$ cat config.mk
export PLATFORM = sky130hd
export DESIGN_NAME = pipeline_run_ctrl
export DESIGN_NICKNAME = d
export VERILOG_FILES = /design/src/rtl/run_ctrl_pkg.sv /design/src/rtl/retire_popcount.sv /design/src/rtl/pipeline_run_ctrl.sv
export SDC_FILE = /design/constraint.sdc
export NUM_CORES = 1
export LEC_CHECK = 0
export CORE_AREA = 2 2 66 130
export DETAILED_ROUTE_END_ITERATION = 8
export DIE_AREA = 0 0 68 132
export HOLD_SLACK_MARGIN = 0.1
export PLACE_DENSITY_LB_ADDON = 0.08
export SYNTH_ARGS = -nofsm -noshare
export SYNTH_HDL_FRONTEND = slang
export SYNTH_SLANG_ARGS = --single-unit
export TNS_END_PERCENT = 1
$ cat constraint.sdc
create_clock -name clk -period 7.05 [get_ports clk]
set_input_delay 1.0575 -clock clk [delete_from_list [all_inputs] [get_ports clk]]
set_output_delay 1.0575 -clock clk [all_outputs]
set_load 0.01 [all_outputs]
$ cat src/rtl/run_ctrl_pkg.sv
// Shared types and limits for the pipeline run controller.
package run_ctrl_pkg;

    typedef enum logic [1:0] {
        RST_HOLD = 2'd0,
        RUN      = 2'd1,
        DONE     = 2'd2,
        TIMEOUT  = 2'd3
    } run_state_t;

    localparam int RUN_CTRL_MAX_CORES = 8;

endpackage

$ cat src/rtl/retire_popcount.sv
// Combinational population count of the per-core retire strobes.
module retire_popcount #(
    parameter int NUM_CORES = 1,
    parameter int PC_W      = $clog2(NUM_CORES + 1)
) (
    input  logic [NUM_CORES-1:0] bits_in,
    output logic [PC_W-1:0]      count
);

    always_comb begin
        count = '0;
        for (int i = 0; i < NUM_CORES; i++) begin
            count = count + PC_W'(bits_in[i]);
        end
    end

endmodule

$ cat src/rtl/pipeline_run_ctrl.sv
// Run controller: holds cores in reset, counts RUN cycles and retired
// instructions, and flags completion or watchdog expiry.
// Optional PIPELINE_RUN_CTRL_TRACE_EN adds a simulation-only state trace.
module pipeline_run_ctrl
    import run_ctrl_pkg::*;
#(
    parameter int NUM_CORES    = 1,
    parameter int RESET_CYCLES = 2,
    parameter int CNT_W        = 32,
    parameter int MAX_CYCLES   = 20
) (
    input  logic                 clk,
    input  logic                 reset,
    input  logic                 restart,
    input  logic [NUM_CORES-1:0] halt,
    input  logic [NUM_CORES-1:0] retire,
    output logic                 core_reset,
    output logic                 running,
    output logic                 done,
    output logic                 timeout,
    output logic [NUM_CORES-1:0] halted_mask,
    output logic [CNT_W-1:0]     cycle_cnt,
    output logic [CNT_W-1:0]     instret
);

    localparam int PC_W   = $clog2(NUM_CORES + 1);
    localparam int HOLD_W = (RESET_CYCLES > 1) ? $clog2(RESET_CYCLES) : 1;
    localparam logic [HOLD_W-1:0] HOLD_LAST = HOLD_W'(RESET_CYCLES - 1);
    localparam logic [CNT_W-1:0]  WD_LAST   = (MAX_CYCLES == 0) ? '0 : CNT_W'(MAX_CYCLES - 1);

    run_state_t           state_q, state_d;
    logic [HOLD_W-1:0]    hold_q, hold_d;
    logic                 core_reset_q, core_reset_d;
    logic                 running_q, running_d;
    logic                 done_q, done_d;
    logic                 timeout_q, timeout_d;
    logic [NUM_CORES-1:0] mask_q, mask_d;
    logic [CNT_W-1:0]     cycle_q, cycle_d;
    logic [CNT_W-1:0]     instret_q, instret_d;

    logic [PC_W-1:0]      retire_cnt;
    logic [CNT_W:0]       cycle_sum;
    logic [CNT_W:0]       instret_sum;
    logic                 all_halted;
    logic                 wd_hit;

    retire_popcount #(
        .NUM_CORES (NUM_CORES),
        .PC_W      (PC_W)
    ) u_popcount (
        .bits_in (retire),
        .count   (retire_cnt)
    );

    // One extra carry bit lets the counters saturate instead of wrapping.
    assign cycle_sum   = {1'b0, cycle_q} + (CNT_W + 1)'(1);
    assign instret_sum = {1'b0, instret_q} + (CNT_W + 1)'(retire_cnt);
    assign all_halted  = &(mask_q | halt);
    assign wd_hit      = (MAX_CYCLES != 0) && (cycle_q == WD_LAST);

    always_comb begin
        state_d      = state_q;
        hold_d       = hold_q;
        core_reset_d = core_reset_q;
        mask_d       = mask_q;
        cycle_d      = cycle_q;
        instret_d    = instret_q;
        if (restart) begin
            state_d      = RST_HOLD;
            hold_d       = '0;
            core_reset_d = 1'b1;
            mask_d       = '0;
            cycle_d      = '0;
            instret_d    = '0;
        end else begin
            case (state_q)
                RST_HOLD: begin
                    if (hold_q == HOLD_LAST) begin
                        state_d      = RUN;
                        core_reset_d = 1'b0;
                    end else begin
                        hold_d = hold_q + HOLD_W'(1);
                    end
                end
                RUN: begin
                    cycle_d   = cycle_sum[CNT_W] ? '1 : cycle_sum[CNT_W-1:0];
                    instret_d = instret_sum[CNT_W] ? '1 : instret_sum[CNT_W-1:0];
                    mask_d    = mask_q | halt;
                    if (all_halted) begin
                        state_d = DONE;
                    end else if (wd_hit) begin
                        state_d = TIMEOUT;
                    end
                end
                default: ;
            endcase
        end
        running_d = (state_d == RUN);
        done_d    = (state_d == DONE);
        timeout_d = (state_d == TIMEOUT);
    end

    always_ff @(posedge clk or negedge reset) begin
        if (!reset) begin
            state_q      <= RST_HOLD;
            hold_q       <= '0;
            core_reset_q <= 1'b1;
            running_q    <= 1'b0;
            done_q       <= 1'b0;
            timeout_q    <= 1'b0;
            mask_q       <= '0;
            cycle_q      <= '0;
            instret_q    <= '0;
        end else begin
            state_q      <= state_d;
            hold_q       <= hold_d;
            core_reset_q <= core_reset_d;
            running_q    <= running_d;
            done_q       <= done_d;
            timeout_q    <= timeout_d;
            mask_q       <= mask_d;
            cycle_q      <= cycle_d;
            instret_q    <= instret_d;
        end
    end

    assign core_reset  = core_reset_q;
    assign running     = running_q;
    assign done        = done_q;
    assign timeout     = timeout_q;
    assign halted_mask = mask_q;
    assign cycle_cnt   = cycle_q;
    assign instret     = instret_q;

`ifdef PIPELINE_RUN_CTRL_TRACE_EN
    always @(posedge clk) begin
        if (reset && (state_q != state_d)) begin
            $display("%0t run_ctrl: %s -> %s", $time, state_q.name(), state_d.name());
            if (state_d == DONE || state_d == TIMEOUT) begin
                $display("%0t run_ctrl: cycle_cnt=%0d instret=%0d halted_mask=%b",
                         $time, cycle_d, instret_d, mask_d);
            end
        end
    end
`endif

endmodule

### After elaboration in Yosys (flattened, before gate mapping)

Index checks and enable logic that the tools add are counted.

| operators by class | value |
|---|---|
| add/sub/neg operators | 3 |
| reductions and logical operators | 5 |
| muxes and demuxes | 19 |
| bitwise gates (word level) | 1 |
| equality and inequality tests | 5 |

Operators with widths:

| operator | number |
|---|---|
| 32-bit two-way mux | 6 |
| 32-bit by 1-bit adder with 33-bit output | 1 |
| 32-bit by 1-bit adder with 33-bit output (second input constant) | 1 |
| 32-bit by 5-bit == test with 1-bit output (second input constant) | 1 |
| 1-bit two-way mux | 8 |
| 2-bit two-way mux | 4 |
| 2-bit nonzero test | 3 |
| 2-bit by 1-bit == test with 1-bit output (second input constant) | 2 |
| 2-bit == test (second input constant) | 2 |
| 2-bit case mux with 2 select lines | 1 |
| 2-bit logical NOT | 1 |
| 2-bit AND reduction | 1 |
| 1-bit adder (second input constant) | 1 |
| 1-bit bitwise OR | 1 |

| storage, ports and cells | value |
|---|---|
| word-level logic and storage cells | 42 |
| output and inout port bits | 69 |
| input port bits | 5 |
| register bits after elaboration | 72 |

### Logic depth before layout (Yosys ltp)

| logic depth | value |
|---|---|
| depth after elaboration | 6 |
| depth in mapped cells | 8 |
| depth with buffers taken out | 7 |

### Hierarchy

From an unflattened synthesis, not the netlist that was laid out.

| second synthesis, totals | value |
|---|---|
| cell total of the unflattened synthesis | 448 |
| area total of the unflattened synthesis | 3956.3 um2 |

By module, submodules not included:

| module | instances | sequential area each (um2) | area an instance (um2) | cells each |
|---|---|---|---|---|
| pipeline_run_ctrl | 1 | 1803.0 | 3948.8 | 447 |
| retire_popcount | 1 | 0.0 | 7.5 | 1 |

### Least setup slack after synthesis

Ideal clock, no wire load.

| path | value |
|---|---|
| kind | input-to-reg |
| start | in retire |
| end | reg instret_q[29] (netlist: instret[29]) |
| path slack | 4.066 ns |
| buffers on the path | 1 |
| data required time | 6.963 ns |
| stages on the path | 8 |
| library setup time | 0.087 ns |
| arrival | 2.898 ns |
| cells stage by stage | ha_1 -> ha_1 -> nand2_1 -> or4_1 -> buf_2 -> nor4_4 -> nor3_1 -> a211oi_2 |

| between the ends | value |
|---|---|
| cells in the longest elaborated chain, start to end | 4 |

RTL lines:

| what | RTL line | RTL |
|---|---|---|
| start: declaration | pipeline_run_ctrl.sv:16 | `input logic [NUM_CORES-1:0] retire,` |
| 32-bit by 1-bit adder with 33-bit output | pipeline_run_ctrl.sv:57 | `assign instret_sum = {1'b0, instret_q} + (CNT_W + 1)'(retire_cnt);` |
| 32-bit two-way mux | pipeline_run_ctrl.sv:87 | `instret_d = instret_sum[CNT_W] ? '1 : instret_sum[CNT_W-1:0];` |
| 32-bit two-way mux | pipeline_run_ctrl.sv:76 | `case (state_q)` |
| 32-bit two-way mux | pipeline_run_ctrl.sv:68 | `if (restart) begin` |
| end signal: assignment | pipeline_run_ctrl.sv:123 | `instret_q <= instret_d;` |
| end: declaration | pipeline_run_ctrl.sv:39 | `logic [CNT_W-1:0] instret_q, instret_d;` |

No other way between the ends. The select of a mux whose other input is x is not followed.
A chain may end at the register's enable or synchronous reset.

### Final worst setup path

| path | value |
|---|---|
| start | in retire |
| end | reg instret_q[16] (netlist: instret[16]) |

The elaborated chain is that of the path after synthesis.

==> summary.txt <==
Route
  – WL per Instance: 20.1 µm
  – Via count: 3846
  – Vias per inst: 6.52
  – DRT antenna net count: 0
  – Initial drt markers: 393
  – Routed wire length: 11900 µm
  – DRC viols: 0
  – DRT Pass-1 Iters: 4

CTS
  – # hold bufs at CTS: 0
  – Clock Tree Root: clkbuf_16
  – CTS Sinks: 72
  – Clock transition at path regs: 0.06 ns
  – Total CTS buffers: 9
  – CTS tree: done
  – Clk Latency, worst-skew pair: 0.34 ns
  – CTS resizes: 0
  – H-Tree Level Count: 3
  – Max clock buf depth: 2
  – Post-CTS Setup Inserts: 0

STA
  – RSZ-0062 raised after global routing: no
  – Worst slew margin: 21.8%
  – Slew Viols, Final: 0
  – Final period utilization: 51.1%
  – Hold WS: 0.486 ns
  – Worst-margin pin slew: 1.17 ns
  – Setup violators final: 0
  – Final Hold Viols: 0
  – Fmax: 278 MHz
  – Slack of the critical path: 3.45 ns
  – Fin Setup TNS: 0 ns
  – Worst Skew: 0.00864 ns
  – Minimum clock period: 3.60 ns

Final layout
  – Share of cells above drive strength 1: 6.28%
  – Area Growth Syn to Fin: 27.6%
  – Layout Utilization: 62.4%
  – Most frequent cells in the layout: dfrtp_1 (71), clkdlybuf4s50_1 (71), nor2_1 (46), nor3_1 (34), a21oi_1 (30)
  – Post-route cell area: 0.00495 mm²
  – Reg area: 0.00180 mm²
  – N_diodes: 0
  – Area of the multi-input gates: 0.00196 mm²
  – Nets: 497
  – Final std cells w/o fill: 590
  – Final-layout fill cell count: 714

Setup path
  – Slowest CP cell: or4_1
  – CP Data Arrival Time: 3.83 ns
  – Crit. End Element: flop
  – Critical path, cell by cell: clkdlybuf4s50_1 > ha_1 > ha_1 > nand2_1 > or4_1 > nor4_4 > nor3_1 > a211oi_1
  – Critical Path Start Type: input pin
  – Critical setup path kind: in2reg
  – CP dominant cell by count: ha_1
  – CP Max Fanout: 8
  – CP Data Required Time: 7.28 ns
  – Max incr delay on CP: 0.75 ns

Global routing
  – First-pass GRT wire length: 19200 µm
  – GRT Util Overall: 28.1%
  – Initial antenna violation count: 0
  – Gr ovfl total: 0
  – Number of global-route vias before repair: 3859
  – Largest net degree at the start of global routing: 73

Status
  – Outcome: finished clean

Job
  – Max-Cap Viols: 0

Power
  – Leakage Power: 1.88 nW
  – Switching Share: 24.9%
  – VDD IR max: 0.000130 V
  – PnR Total Power: 957 µW
  – P_int: 718 µW
  – Share of power burned in the clock network: 47.3%
  – PwrDens: 193 mW/mm²
  – Combinational power share: 7.8%
  – Sequential share of power: 44.9%
  – P_sw: 238 µW

Die
  – Ports: 74
  – Die Span Y: 132 µm
  – Rows: 46
  – Core area: 0.00794 mm²
  – Die ar.: 0.00898 mm²
  – Initial core utilization: 48.9%
  – Die W: 68 µm

Synthesis
  – Post-synthesis cell type count: 48
  – Ys flop type: dfrtp_1
  – Avg Cell Area, Syn: 9.18 µm²
  – Instance count of the mapped netlist: 423
  – YS warnings: 0
  – Top cell type's share of synthesized area: 45.7%
  – Post-synthesis sequential area ratio: 46.4%
  – Synth Cell Area: 0.00388 mm²
  – Yosys top cell by area: dfrtp_1
  – Synth top area cells: dfrtp_1 (46%), nor2_1 (4.4%), nor3_1 (4.4%)
  – Fraction of registers with async set/reset: 100%
  – Mapped Nets: 431
  – EDFF count, synth: 0
  – #FFs+latches synth: 72

Placed design
  – Pre-CTS WS: 3.14 ns
  – DP Area: 0.00466 mm²
  – HPWL after DPL: 8310 µm
  – GP Congestion: 0.894
  – Placed insts: 574
  – Port bufs: 73

Worst hold path
  – Hold Crit Class: reg2reg
synthesized netlist by cell type (all sizes together) (14+ instances only):
cell	number
dfrtp	71
nand2	18
a211oi	20
a31oi	24
nand3	14
nand4	17
a21oi	30
nor2	46
nor3	36
nor4	14
o21ai	17
and3	16
a311oi	15
clkbuf	17
per-layer routing:
metal | up-vias | wire, µm | global-route usage (%)
met5 | - | 0 | 0
met4 | 0 | 400 | 12.7
met3 | 34 | 465 | 5.89
met2 | 128 | 6820 | 50.5
met1 | 1898 | 4170 | 29.8
li1 | 1786 | - | -
registers in the layout (all words and copies together) (netlist names):
name         flops
core_reset       1
cycle_cnt       32
done             1
halted_mask      1
hold_q           1
instret         32
running          1
state_q          2
timeout          1
final cells by class:
class	count	share of cell area (%)
well taps	96	2.42
clock inverters	5	1.16
flip-flops and latches	72	36.4
repair buffers	77	15.2
inverters	7	0.530
multi-input cells	322	39.6
clock buffers	11	4.70
cell families (layout without fill, tap and decap cells):
family | after synthesis | in the layout | synth area share [%]
adder cells (fa/ha/maj) | 3 | 3 | 0.967
flip-flops | 72 | 72 | 46.4
buffers and inverters | 29 | 100 | 3.06
multiplexers | 1 | 1 | 0.258
AND/OR/NAND/NOR | 199 | 199 | 29.1
AO/OA/AOI/OAI | 119 | 119 | 20.2
power by group through the flow:
stage	clock network, mW	registers (mW)	logic (mW)
floorplan	0	0.438	0.0369
global placement	0	0.437	0.0744
detailed placement	0	0.437	0.0750
CTS	0.456	0.430	0.0751
global route	0.479	0.431	0.0820
finish	0.453	0.430	0.0742
critical path, delay by kind of cell:
family	cells	cell delay [ns]
adder cells (fa/ha/maj)	2	0.37
AO/OA/AOI/OAI	1	0.28
AND/OR/NAND/NOR	4	1.64
buffers and inverters	1	0.46
path summary, 6_finish.rpt:
kind / startpoint / slack [ns] / endpoint / cells after the start
max: retire / 3.45 / instret[16] / 8
min: core_reset / 0.49 / core_reset / 2
max reg2reg: cycle_cnt[0] / 4.21 / cycle_cnt[11] / 6
min reg2reg: core_reset / 0.49 / core_reset / 2
max in group asynchronous: reset / 5.50 / instret[10] / 2
min in group asynchronous: reset / 0.95 / halted_mask / 2
Power figures use the tool's default switching activity.
==> edit, RTL diff (config.mk and constraints unchanged) <==
`instret_q` no longer has a reset.
--- a/src/rtl/pipeline_run_ctrl.sv
+++ b/src/rtl/pipeline_run_ctrl.sv
@@ -110,7 +110,6 @@
             timeout_q    <= 1'b0;
             mask_q       <= '0;
             cycle_q      <= '0;
-            instret_q    <= '0;
         end else begin
             state_q      <= state_d;
             hold_q       <= hold_d;
@@ -120,8 +119,11 @@
             timeout_q    <= timeout_d;
             mask_q       <= mask_d;
             cycle_q      <= cycle_d;
-            instret_q    <= instret_d;
         end
+    end
+
+    always_ff @(posedge clk) begin
+        instret_q <= instret_d;
     end
 
     assign core_reset  = core_reset_q;
Formal check against the unedited RTL: differs if reset is asserted again (counterexample within 4 cycles, from zero or initial values and one cycle with reset low); with reset held inactive, the same outputs for 10 cycles.
==> edit against the original RTL <==
Highest routed layer unchanged; first-iteration DRC count shrank 31%; sequential cell count unchanged; area after synthesis decreased by 6.5%; largest cell class unchanged; count of clock-buffer cells in the layout is 3 higher; clock skew shrank 0.0034 ns; setup slack improved by 0.27 ns; fmax is 8.2% higher; final area down 4.7%; non-clock buffer count shrank 1; routed wire length shrank 14%; synthesized cell count decreased by 4.3%; power shrank 1.8%; die area is the same.
==> edit: results (changes against the original RTL) <==
{| class="wikitable"
! Metric !! Value
|-
| Outcome || finished, final reports clean (unchanged)
|-
| Number of nets in the finished design || 481 (was 497)
|-
| Fin Clk Skew || 0.005249 ns (was 0.008636 ns)
|-
| Total track usage || 23.96% (was 28.14%)
|-
| Top cells by area, synth || sky130_fd_sc_hd__dfrtp_1 (27%), sky130_fd_sc_hd__dfxtp_1 (18%), sky130_fd_sc_hd__nor2_1 (5.0%), sky130_fd_sc_hd__a21oi_1 (4.8%), sky130_fd_sc_hd__xor2_1 (3.9%) (was sky130_fd_sc_hd__dfrtp_1 (46%), sky130_fd_sc_hd__nor2_1 (4.4%), sky130_fd_sc_hd__nor3_1 (4.4%), sky130_fd_sc_hd__a21oi_1 (3.9%), sky130_fd_sc_hd__a31oi_1 (3.9%))
|-
| Layout cells sized above 1 || 7.322% (was 6.275%)
|-
| Hold slack final || 0.4852 ns (was 0.4859 ns)
|-
| Antenna violations before repair || 0 (unchanged)
|-
| Number of design rule violations left after detail routing || 0 (unchanged)
|-
| Synth cell count leaders || sky130_fd_sc_hd__nor2_1 (48), sky130_fd_sc_hd__dfrtp_1 (39), sky130_fd_sc_hd__a21oi_1 (35) (was sky130_fd_sc_hd__dfrtp_1 (71), sky130_fd_sc_hd__nor2_1 (46), sky130_fd_sc_hd__nor3_1 (34))
|-
| Type of the tightest min-delay check || reg -> reg (unchanged)
|-
| Synth Net Count || 413 (was 431)
|-
| Share of the yosys chip area belonging to registers || 45.26% (was 46.42%)
|-
| Post-detailed-route via-to-cell ratio || 6.103 (was 6.519)
|-
| Placed cell count || 558 (was 574)
|-
| Arrival time of the worst setup path || 3.57 ns (was 3.83 ns)
|-
| Placement-stage worst setup slack || 3.357 ns (was 3.142 ns)
|-
| Leakage dissipation || 1.773 nW (was 1.876 nW)
|-
| CTS Buf Count || 9 (unchanged)
|-
| Number of design-rule violations left by the first detailed-router iteration || 273 (was 393)
|-
| Post-Route WL || 10.22 mm (was 11.86 mm)
|-
| Post-synthesis instance total || 405 (was 423)
|-
| Transition time at the pin with the least slew margin || 1.170 ns (was 1.168 ns)
|-
| Worst setup slack for register-to-register paths || 4.53 ns (was 4.21 ns)
|-
| Crit Path Max Fanout || 25 (was 8)
|-
| Unique masters post-synth || 49 (was 48)
|-
| Fraction of registers with async set or reset after synthesis || 55.56% (was 100.0%)
|-
| Final HPWL DP || 7.212 mm (was 8.310 mm)
|-
| Maximum number of pins on one net before global-route repair || 72 (was 73)
|-
| Overall via count from detail_route || 3503 (was 3846)
|-
| Number of buffers on the longest clock path || 2 (unchanged)
|-
| Final estimated routing congestion in global placement || 0.8532 (was 0.8939)
|-
| Fmax || 0.3004 GHz (was 0.2776 GHz)
|-
| Global-route wire length before repair || 16.59 mm (was 19.20 mm)
|-
| Yosys warns || 0 (unchanged)
|-
| Diodes inserted || 0 (unchanged)
|-
| Via count of the first global-routing pass || 3332 (was 3859)
|-
| Max IR drop VDD || 0.1506 mV (was 0.1297 mV)
|}
-- edit: critical path, cell delays in order --
cell,delay [ns]
sky130_fd_sc_hd__clkdlybuf4s50_1,0.48
sky130_fd_sc_hd__ha_1,0.18
sky130_fd_sc_hd__ha_1,0.20
sky130_fd_sc_hd__and4b_1,0.33
sky130_fd_sc_hd__inv_1,0.18
sky130_fd_sc_hd__nor3_2,0.23
sky130_fd_sc_hd__nand2b_1,0.56
sky130_fd_sc_hd__a21oi_1,0.34
-- edit: routing by layer --
| metal | GRT usage [%] | vias to the layer above | part of all wire, % |
|---|---|---|---|
| li1 | - | 1675 | - |
| met1 | 27.01 | 1680 | 37 |
| met2 | 41.42 | 115 | 54 |
| met3 | 3.843 | 33 | 4.3 |
| met4 | 12.22 | 0 | 4.0 |
| met5 | 0 | - | 0 |
-- edit: cells by family (layout without fill, tap and decap cells) --
| family | after synthesis | after routing | share of synthesized area (%) |
|---|---|---|---|
| compound gates | 86 | 86 | 14.93 |
| xor+xnor | 21 | 21 | 5.067 |
| fa+ha+maj | 3 | 3 | 1.034 |
| buf+inv | 25 | 98 | 2.758 |
| flops | 72 | 72 | 45.26 |
| mux | 3 | 3 | 0.8273 |
| simple gates | 195 | 195 | 30.13 |
-- edit: area by class of cell --
cell class / count / area (µm²)
timing repair buffer: 76 / 743.2
clock buffer: 14 / 294.0
fill: 745 / 3223
clock inverter: 2 / 10.01
tap: 96 / 120.1
multi-input combinational: 308 / 1887
inverter: 6 / 22.52
sequential: 72 / 1643
-- edit: per-stage QoR --
stage / instance area, µm² / power [mW]
finish: 4720 / 0.9397
global placement: 4415 / 0.4942
global route: 4720 / 0.9753
detailed placement: 4415 / 0.4957
floorplan: 3630 / 0.4665
CTS: 4720 / 0.9505
-- edit: final timing paths --
kind                                          startpoint                         to  depth (start not counted)
worst max-delay path                              retire   instret[28]$_SDFFE_PP0P_                          8
worst min-delay path            instret[14]$_SDFFE_PP0P_   instret[14]$_SDFFE_PP0P_                          1
worst max register to register   instret[3]$_SDFFE_PP0P_   instret[28]$_SDFFE_PP0P_                          5
worst min register to register  instret[14]$_SDFFE_PP0P_   instret[14]$_SDFFE_PP0P_                          1
max in group asynchronous                          reset  cycle_cnt[12]$_DFFE_PN0P_                          1
min in group asynchronous                          reset  cycle_cnt[21]$_DFFE_PN0P_                          1
-- edit: where the power goes --
group          total (mW)  internal, mW  switching (mW)
Sequential          0.427         0.419         0.00805
Combinational      0.0597        0.0226          0.0370
Clock               0.453         0.285           0.168
Total               0.940         0.727           0.213
